===== src/rtl/nibble_deserializer.sv =====
// nibble_deserializer: framed serial bits to 4-bit nibbles through a 2-entry valid/ready FIFO
module nibble_deserializer #(
  parameter bit LSB_FIRST = 1'b1
) (
  input  logic       clk,
  input  logic       rst_n,
  input  logic       sin,
  input  logic       sin_valid,
  input  logic       sin_start,
  output logic [3:0] out_nibble,
  output logic       out_valid,
  input  logic       out_ready,
  output logic       frame_err,
  output logic       overflow
);
  typedef enum logic {IDLE, SHIFT} state_t;
  state_t state, state_n;
  logic [1:0] cnt, cnt_n, pos, occ;
  logic [3:0] sh, sh_n, tail;
  logic start, done, err, pop;
  assign start = sin_valid & sin_start;
  assign pop = out_valid & out_ready;
  assign out_valid = occ != 2'd0;
  always_comb begin
    state_n = state;
    cnt_n = cnt;
    sh_n = sh;
    done = 1'b0;
    err = 1'b0;
    pos = LSB_FIRST ? (start ? 2'd0 : cnt) : (start ? 2'd3 : ~cnt);
    if (start) begin
      err = state == SHIFT;
      sh_n = '0;
      sh_n[pos] = sin;
      cnt_n = 2'd1;
      state_n = SHIFT;
    end else if (sin_valid && state == SHIFT) begin
      sh_n[pos] = sin;
      cnt_n = cnt + 2'd1;
      done = cnt == 2'd3;
      state_n = done ? IDLE : SHIFT;
    end
  end
  // sh_n is the completed nibble on the cycle done is high
  always_ff @(posedge clk or negedge rst_n) begin
    if (!rst_n) begin
      state <= IDLE;
      cnt <= '0;
      sh <= '0;
      occ <= '0;
      tail <= '0;
      out_nibble <= '0;
      frame_err <= 1'b0;
      overflow <= 1'b0;
    end else begin
      state <= state_n;
      cnt <= cnt_n;
      sh <= sh_n;
      frame_err <= err;
      if (done && occ == 2'd2 && !pop) overflow <= 1'b1;
      if (occ == 2'd0) begin
        if (done) begin
          out_nibble <= sh_n;
          occ <= 2'd1;
        end
      end else if (occ == 2'd1) begin
        if (done && pop) out_nibble <= sh_n;
        else if (done) begin
          tail <= sh_n;
          occ <= 2'd2;
        end else if (pop) occ <= 2'd0;
      end else if (pop) begin
        out_nibble <= tail;
        tail <= sh_n;
        if (!done) occ <= 2'd1;
      end
    end
  end
endmodule


===== config.mk =====
export PLATFORM = sky130hd
export DESIGN_NAME = nibble_deserializer
export DESIGN_NICKNAME = d
export VERILOG_FILES = /design/src/rtl/nibble_deserializer.sv
export SDC_FILE = /design/constraint.sdc
export NUM_CORES = 1
export LEC_CHECK = 0
export CORE_AREA = 2 2 54 61
export CTS_BUF_LIST = sky130_fd_sc_hd__clkbuf_16
export CTS_CLUSTER_SIZE = 40
export DETAILED_ROUTE_END_ITERATION = 16
export DIE_AREA = 0 0 56 63
export GPL_TIMING_DRIVEN = 0
export SLEW_MARGIN = 20
export SYNTH_ARGS = -nofsm -noshare
export SYNTH_HDL_FRONTEND = slang
export SYNTH_SLANG_ARGS = --single-unit

===== constraint.sdc =====
create_clock -name clk -period 2.7 [get_ports clk]
set_clock_uncertainty 0.05 [all_clocks]
set_input_delay 0.27 -clock clk [delete_from_list [all_inputs] [get_ports clk]]
set_output_delay 0.27 -clock clk [all_outputs]
set_load 0.05 [all_outputs]

* Word-level counts from Yosys, hierarchy flattened
Index checks and enable logic that the tools add are counted.
Storage, ports and cells: bits in registers 19, output and inout port bits 7, logic and storage cells 69
Operators by class: add/sub/neg operators 1, magnitude comparators 2, equal/unequal tests 10, multiplexer cells 30, bitwise gates (word level) 4, reductions and logical operators 14
Operator list (number):
- 4-bit 2-to-1 mux | 10
- 2-bit 2-to-1 mux | 11
- 1-bit 2-to-1 mux | 7
- 2-bit != test (second input constant) | 3
- 2-bit nonzero test | 3
- 1-bit logical AND | 5
- 5-bit AND reduction | 1
- 4-bit AND | 1
- 4-bit bitwise mux | 1
- 2-bit equality test (second input constant) | 2
- 4-bit by 3-bit != test with 1-bit output (second input constant) | 1
- 4-bit AND reduction | 1
- 2-bit by 3-bit < comparator with 1-bit output (second input constant) | 1
- 3-bit by 1-bit != test with 1-bit output (second input constant) | 1
- 3-bit by 2-bit != test with 1-bit output (second input constant) | 1
- 3-bit != test (second input constant) | 1
- 3-bit AND reduction | 1
- 3-bit nonzero test | 1
- 2-bit by 1-bit adder with 2-bit output (second input constant) | 1
- 1-bit AND | 2
- 1-bit demux with 2-bit select | 1
- 2-bit by 1-bit equality test with 1-bit output (second input constant) | 1
- 2-bit by 1-bit >= comparator with 1-bit output (second input constant) | 1
- 2-bit logical NOT | 1
- 2 further kinds | 2

* Longest topological paths before layout
word-level depth 12, gate-level depth with buffers 5

* Worst setup path after synthesis
No wires, ideal clock.
path kind register to register, start point register cnt[0], end point register tail[1], setup time 0.125 ns, data arrival time 1.434 ns, required time 2.525 ns, path slack 1.091 ns, stages on the path, launching flop included 5, path buffers 0, period minus slack after synthesis 1.609 ns, cells stage by stage dfrtp_1 ha_1 nand4b_4 o31ai_4 mux2_2
Between the ends: cells in the longest elaborated chain, start to end 11, elaborated cells on any way between the ends 21, those cells by class order compare: 2; eq/ne: 3; mux: 12; bitwise: 1; reduce/logical: 3
RTL lines:
- from (decl) | line 18 | logic [1:0] cnt, cnt_n, pos, occ;
- from (signal assigned) | line 57 | cnt <= cnt_n;
- 2-bit 2-to-1 mux | line 30 | pos = LSB_FIRST ? (start ? 2'd0 : cnt) : (start ? 2'd3 : ~cnt);
- 2-bit by 3-bit < comparator with 1-bit output (not written as such) / 2-bit by 1-bit >= comparator with 1-bit output (equally long branches) | line 34, 38
- 1-bit logical AND (not written as such) | line 34, 38
- 1-bit 2-to-1 mux (not written as such) | line 34, 38
- 1-bit demux with 2-bit select | line 34, 38
- 4-bit bitwise mux | line 38 | sh_n[pos] = sin;
- 4-bit 2-to-1 mux | line 37 | end else if (sin_valid && state == SHIFT) begin
- 4-bit 2-to-1 mux | line 31 | if (start) begin
- 4-bit 2-to-1 mux | line 68 | else if (done) begin
- 4-bit 2-to-1 mux | line 67 | if (done && pop) out_nibble <= sh_n;
- 4-bit 2-to-1 mux | line 66 | end else if (occ == 2'd1) begin
- to (signal assigned) | line 69 | tail <= sh_n;
- to (signal assigned) | line 74 | tail <= sh_n;
- to (decl) | line 19 | logic [3:0] sh, sh_n, tail;
Parallel ways exist; a longest one is shown, timed or not. The select of a mux whose other input is x is not followed. A chain may end at the register's enable or synchronous reset.

* Worst setup path in the final report
start point register occ[1], end point output port out_valid
Between the ends: cells in the longest elaborated chain, start to end 1
RTL lines:
- from (decl) | line 18
- from (signal assigned) | line 50 | occ <= '0;
- from (signal assigned) | line 64 | occ <= 2'd1;
- from (signal assigned) | line 70 | occ <= 2'd2;
- 2-bit nonzero test | line 23 | assign out_valid = occ != 2'd0;
- to (decl) | line 11 | output logic out_valid,
Every way passes these cells.

==> report_table.html <==
<table>
<tr><th>Metric</th><th>Value</th></tr>
<tr><th colspan="2">Status</th></tr>
<tr><td>Status</td><td>completed</td></tr>
<tr><th colspan="2">Power and ir drop</th></tr>
<tr><td>Total power consumption of the routed design</td><td>1120 uW</td></tr>
<tr><td>Worst vdd ir</td><td>0.000485 V</td></tr>
<tr><td>Leakage power figure</td><td>0.000590 uW</td></tr>
<tr><td>Total power density per cell area</td><td>939 mW/mm^2</td></tr>
<tr><th colspan="2">Synth</th></tr>
<tr><td>Mapped Nets</td><td>92</td></tr>
<tr><td>Post-Synth Adder-Cell Area</td><td>0.0130</td></tr>
<tr><td>Main combinational cell family by area after synthesis</td><td>simple AND/OR/NAND/NOR gates</td></tr>
<tr><td>Main flop type after synthesis</td><td>dfrtp_1</td></tr>
<tr><td>Portion of the post-synthesis area used by sequential elements</td><td>0.493</td></tr>
<tr><td>Share of async-settable or async-resettable flops after synthesis</td><td>1.00</td></tr>
<tr><td>Proportion of synthesized area in mux cells</td><td>0.0869</td></tr>
<tr><td>Cell variety after synth</td><td>30</td></tr>
<tr><td>Compound-cell area share of the yosys netlist</td><td>0.178</td></tr>
<tr><td>#FFs+latches synth</td><td>19</td></tr>
<tr><td>EDFF count, synth</td><td>0</td></tr>
<tr><td>Warnings from Yosys</td><td>0</td></tr>
<tr><td>Area fraction in and, or, nand and nor cells after synthesis</td><td>0.180</td></tr>
<tr><td>Cell count after synthesis</td><td>85</td></tr>
<tr><td>Xor and xnor area share after synthesis</td><td>0</td></tr>
<tr><td>Post-synthesis instance area</td><td>965 um^2</td></tr>
<tr><td>Post-Synthesis Mean Instance Area</td><td>between 10 and 15 um^2</td></tr>
<tr><th colspan="2">Place</th></tr>
<tr><td>HPWL after DPL</td><td>1.30 mm</td></tr>
<tr><td>Last weighted congestion value of the routability-driven placer</td><td>0.765</td></tr>
<tr><td>PortBufs</td><td>11</td></tr>
<tr><td>Post-detailed-placement cell area</td><td>0.00112 mm^2</td></tr>
<tr><th colspan="2">Clock network</th></tr>
<tr><td>Htree depth</td><td>1</td></tr>
<tr><td>CTS tree</td><td>done</td></tr>
<tr><td>Number of hold buffers added after CTS</td><td>0</td></tr>
<tr><td>TritonCTS sink count</td><td>19</td></tr>
<tr><td>Clock slew at the register clock pins of the worst setup and hold paths</td><td>50 ps</td></tr>
<tr><td>Post-cts sizing count</td><td>0</td></tr>
<tr><td>CTS Buffer Depth</td><td>2</td></tr>
<tr><td>Post-CTS Repair Setup Buffers</td><td>0</td></tr>
<tr><td>CTS Root Cell</td><td>clkbuf_16</td></tr>
<tr><td>Clk Latency, worst-skew pair</td><td>250 ps</td></tr>
<tr><td>Clock buffers created by TritonCTS</td><td>3</td></tr>
<tr><th colspan="2">Critical path</th></tr>
<tr><td>Worst-case reg-to-reg path depth</td><td>4</td></tr>
<tr><td>Arr. time, crit path</td><td>1590 ps</td></tr>
<tr><td>Worst Path Class, Setup</td><td>reg2out</td></tr>
<tr><td>Critical path's largest stage delay</td><td>just under 700 ps</td></tr>
<tr><td>Worst setup EP type</td><td>output port</td></tr>
<tr><td>List of cells traversed by the critical path</td><td>nor2_1 -&gt; inv_1 -&gt; clkdlybuf4s50_1</td></tr>
<tr><td>Startpoint type of the worst setup path</td><td>flip-flop</td></tr>
<tr><td>Largest fanout on the critical path</td><td>3</td></tr>
<tr><td>Cell type of the slowest stage on the worst timing path</td><td>clkdlybuf4s50_1</td></tr>
<tr><td>Worst path required time</td><td>between 2000 and 2500 ps</td></tr>
<tr><th colspan="2">Detailed routing</th></tr>
<tr><td>DR pass1 iterations</td><td>5</td></tr>
<tr><td>Post-Route WL</td><td>1.83 mm</td></tr>
<tr><td>DR WL/cell</td><td>13.7 um</td></tr>
<tr><td>Number of vias per cell</td><td>5.10</td></tr>
<tr><td>DRC violation count after routing</td><td>0</td></tr>
<tr><td>Initial DRC Count</td><td>13</td></tr>
<tr><td>Antenna-violating nets left</td><td>0</td></tr>
<tr><td>Count of vias placed by the detailed router</td><td>slightly below 700</td></tr>
<tr><th colspan="2">Floorplan</th></tr>
<tr><td>Number of I/O pins</td><td>13</td></tr>
<tr><td>Die height</td><td>63 um</td></tr>
<tr><td>Std-Cell Rows</td><td>21</td></tr>
<tr><td>Core area</td><td>0.00294 mm^2</td></tr>
<tr><td>Initial core utilization</td><td>0.328</td></tr>
<tr><td>X dimension of the die</td><td>56 um</td></tr>
<tr><td>Total Die Area</td><td>0.00353 mm^2</td></tr>
<tr><th colspan="2">STA</th></tr>
<tr><td>Final critical delay including setup and external delays</td><td>around 1900 ps</td></tr>
<tr><td>Final total negative setup slack</td><td>0 ps</td></tr>
<tr><td>Final setup violation count</td><td>0</td></tr>
<tr><td>Period Utilization, post-route</td><td>0.708</td></tr>
<tr><td>Peak Freq</td><td>0.523 GHz</td></tr>
<tr><td>Count of endpoints failing hold in the final timing report</td><td>0</td></tr>
<tr><td>Final number of max-transition violations</td><td>0</td></tr>
<tr><td>Remaining max-slew budget at the tightest pin</td><td>0.432</td></tr>
<tr><td>Transition time of the tightest slew-check pin</td><td>849 ps</td></tr>
<tr><td>Unrepaired setup endpoints after global routing</td><td>no</td></tr>
<tr><th colspan="2">Final layout</th></tr>
<tr><td>Antenna diode count</td><td>0</td></tr>
<tr><td>Most frequent standard cell in the layout excluding fill and tap cells</td><td>dfrtp_1</td></tr>
<tr><td>Commonest cells after routing, fill and taps aside</td><td>dfrtp_1 (19), clkdlybuf4s50_1 (11), nand2_1 (6)</td></tr>
<tr><td>Layout cells sized above 1</td><td>0.210</td></tr>
<tr><td>Design area</td><td>about 0.0012 mm^2</td></tr>
<tr><td>Signed area change from the synthesized netlist to the final layout</td><td>24.0%</td></tr>
<tr><td>Nets</td><td>108</td></tr>
<tr><td>Layout Utilization</td><td>0.406</td></tr>
<tr><th colspan="2">GRT</th></tr>
<tr><td>Initial antenna violation count</td><td>0</td></tr>
<tr><td>First-pass GRT wire length</td><td>3.24 mm</td></tr>
<tr><td>Number of global-route vias before repair</td><td>between 700 and 800</td></tr>
<tr><td>Largest net degree at the start of global routing</td><td>20</td></tr>
<tr><td>GR Overflow Total</td><td>0</td></tr>
<tr><td>GR Util All Layers</td><td>0.113</td></tr>
<tr><th colspan="2">Flow run</th></tr>
<tr><td>Total of max-cap violations</td><td>0</td></tr>
<tr><th colspan="2">Min path</th></tr>
<tr><td>Worst Hold Class</td><td>in2reg</td></tr>
<tr><td>Number of cells on the worst hold path</td><td>2</td></tr>
</table>
per-stage QoR:
stage | setup WS, ps | instances | hold WS, ps
floorplan | 1090 | 85 | -75.6
global placement | 727 | 130 | 414
detailed placement | 693 | 130 | 419
CTS | 769 | 134 | 245
global route | 723 | 134 | 267
finish | 789 | 134 | 247
area by class of cell:
class	count	area, um^2
buffer	4	32.5
clock buffer	3	75.1
clock inverter	1	3.75
fill	299	1750
inverter	4	15.0
multi-input combinational	58	442
sequential	19	475
tap	34	42.5
timing repair buffer	11	110
cell usage after synthesis, types with 2 or more instances:
cell	n	share of area
nand2b_1	2	0.013
o21ai_0	5	0.026
dfrtp_1	19	0.49
a21bo_2	4	0.042
mux2i_1	2	0.021
and3_1	5	0.032
and2_1	2	0.013
mux2_4	2	0.031
mux2_2	3	0.035
o22ai_1	2	0.013
buf_2	2	0.010
a21oi_1	5	0.026
nor2_1	4	0.016
nand3_1	2	0.010
inv_1	4	0.016
nand2_1	6	0.023
a22o_1	2	0.018
buf_6	2	0.023
registers in the layout, summed over array words and instances, names as in the netlist:
register,cells
state,1
cnt,2
overflow,1
sh,4
out_nibble,4
occ,2
tail,4
frame_err,1
worst max-delay path: cells and delay by family, from the launching register on:
kind	cells	cell delay [ps]
buf+inv	2	750
flops	1	410
simple gates	1	180
kinds of logic after synthesis:
| logic type | count (synthesis) |
|---|---|
| AO/OA/AOI/OAI | 22 |
| adder cells (fa/ha/maj) | 1 |
| buffers and inverters | 8 |
| flip-flops | 19 |
| multiplexers | 7 |
| AND/OR/NAND/NOR | 28 |
routing by layer:
metal | global-route usage | part of all wire | vias up
li1 | - | - | 334
met1 | 0.157 | 0.50 | 335
met2 | 0.178 | 0.47 | 12
met3 | 0.0186 | 0.023 | 2
met4 | 0.0357 | 0.0076 | 0
met5 | 0 | 0 | -
where the power goes:
part           internal [uW]  switching [uW]  leakage [uW]
sequential               361            56.8      0.000249
clock                    197             101     0.0000423
combinational            180             228      0.000299
path summary, 6_finish.rpt:
path	slack, ps	to	from
worst min-delay path	250	sh[3]$_DFF_PN0_	sin_start
worst max register to register	910	tail[2]$_DFFE_PN0P_	cnt[0]$_DFFE_PN0P_
worst min register to register	430	overflow$_DFFE_PN0P_	overflow$_DFFE_PN0P_
min in group asynchronous	460	tail[2]$_DFFE_PN0P_	rst_n
max in group asynchronous	1620	tail[0]$_DFFE_PN0P_	rst_n
worst max-delay path	790	out_valid	occ[1]$_DFFE_PN0P_
No activity file was read; power rests on OpenSTA's default activity.
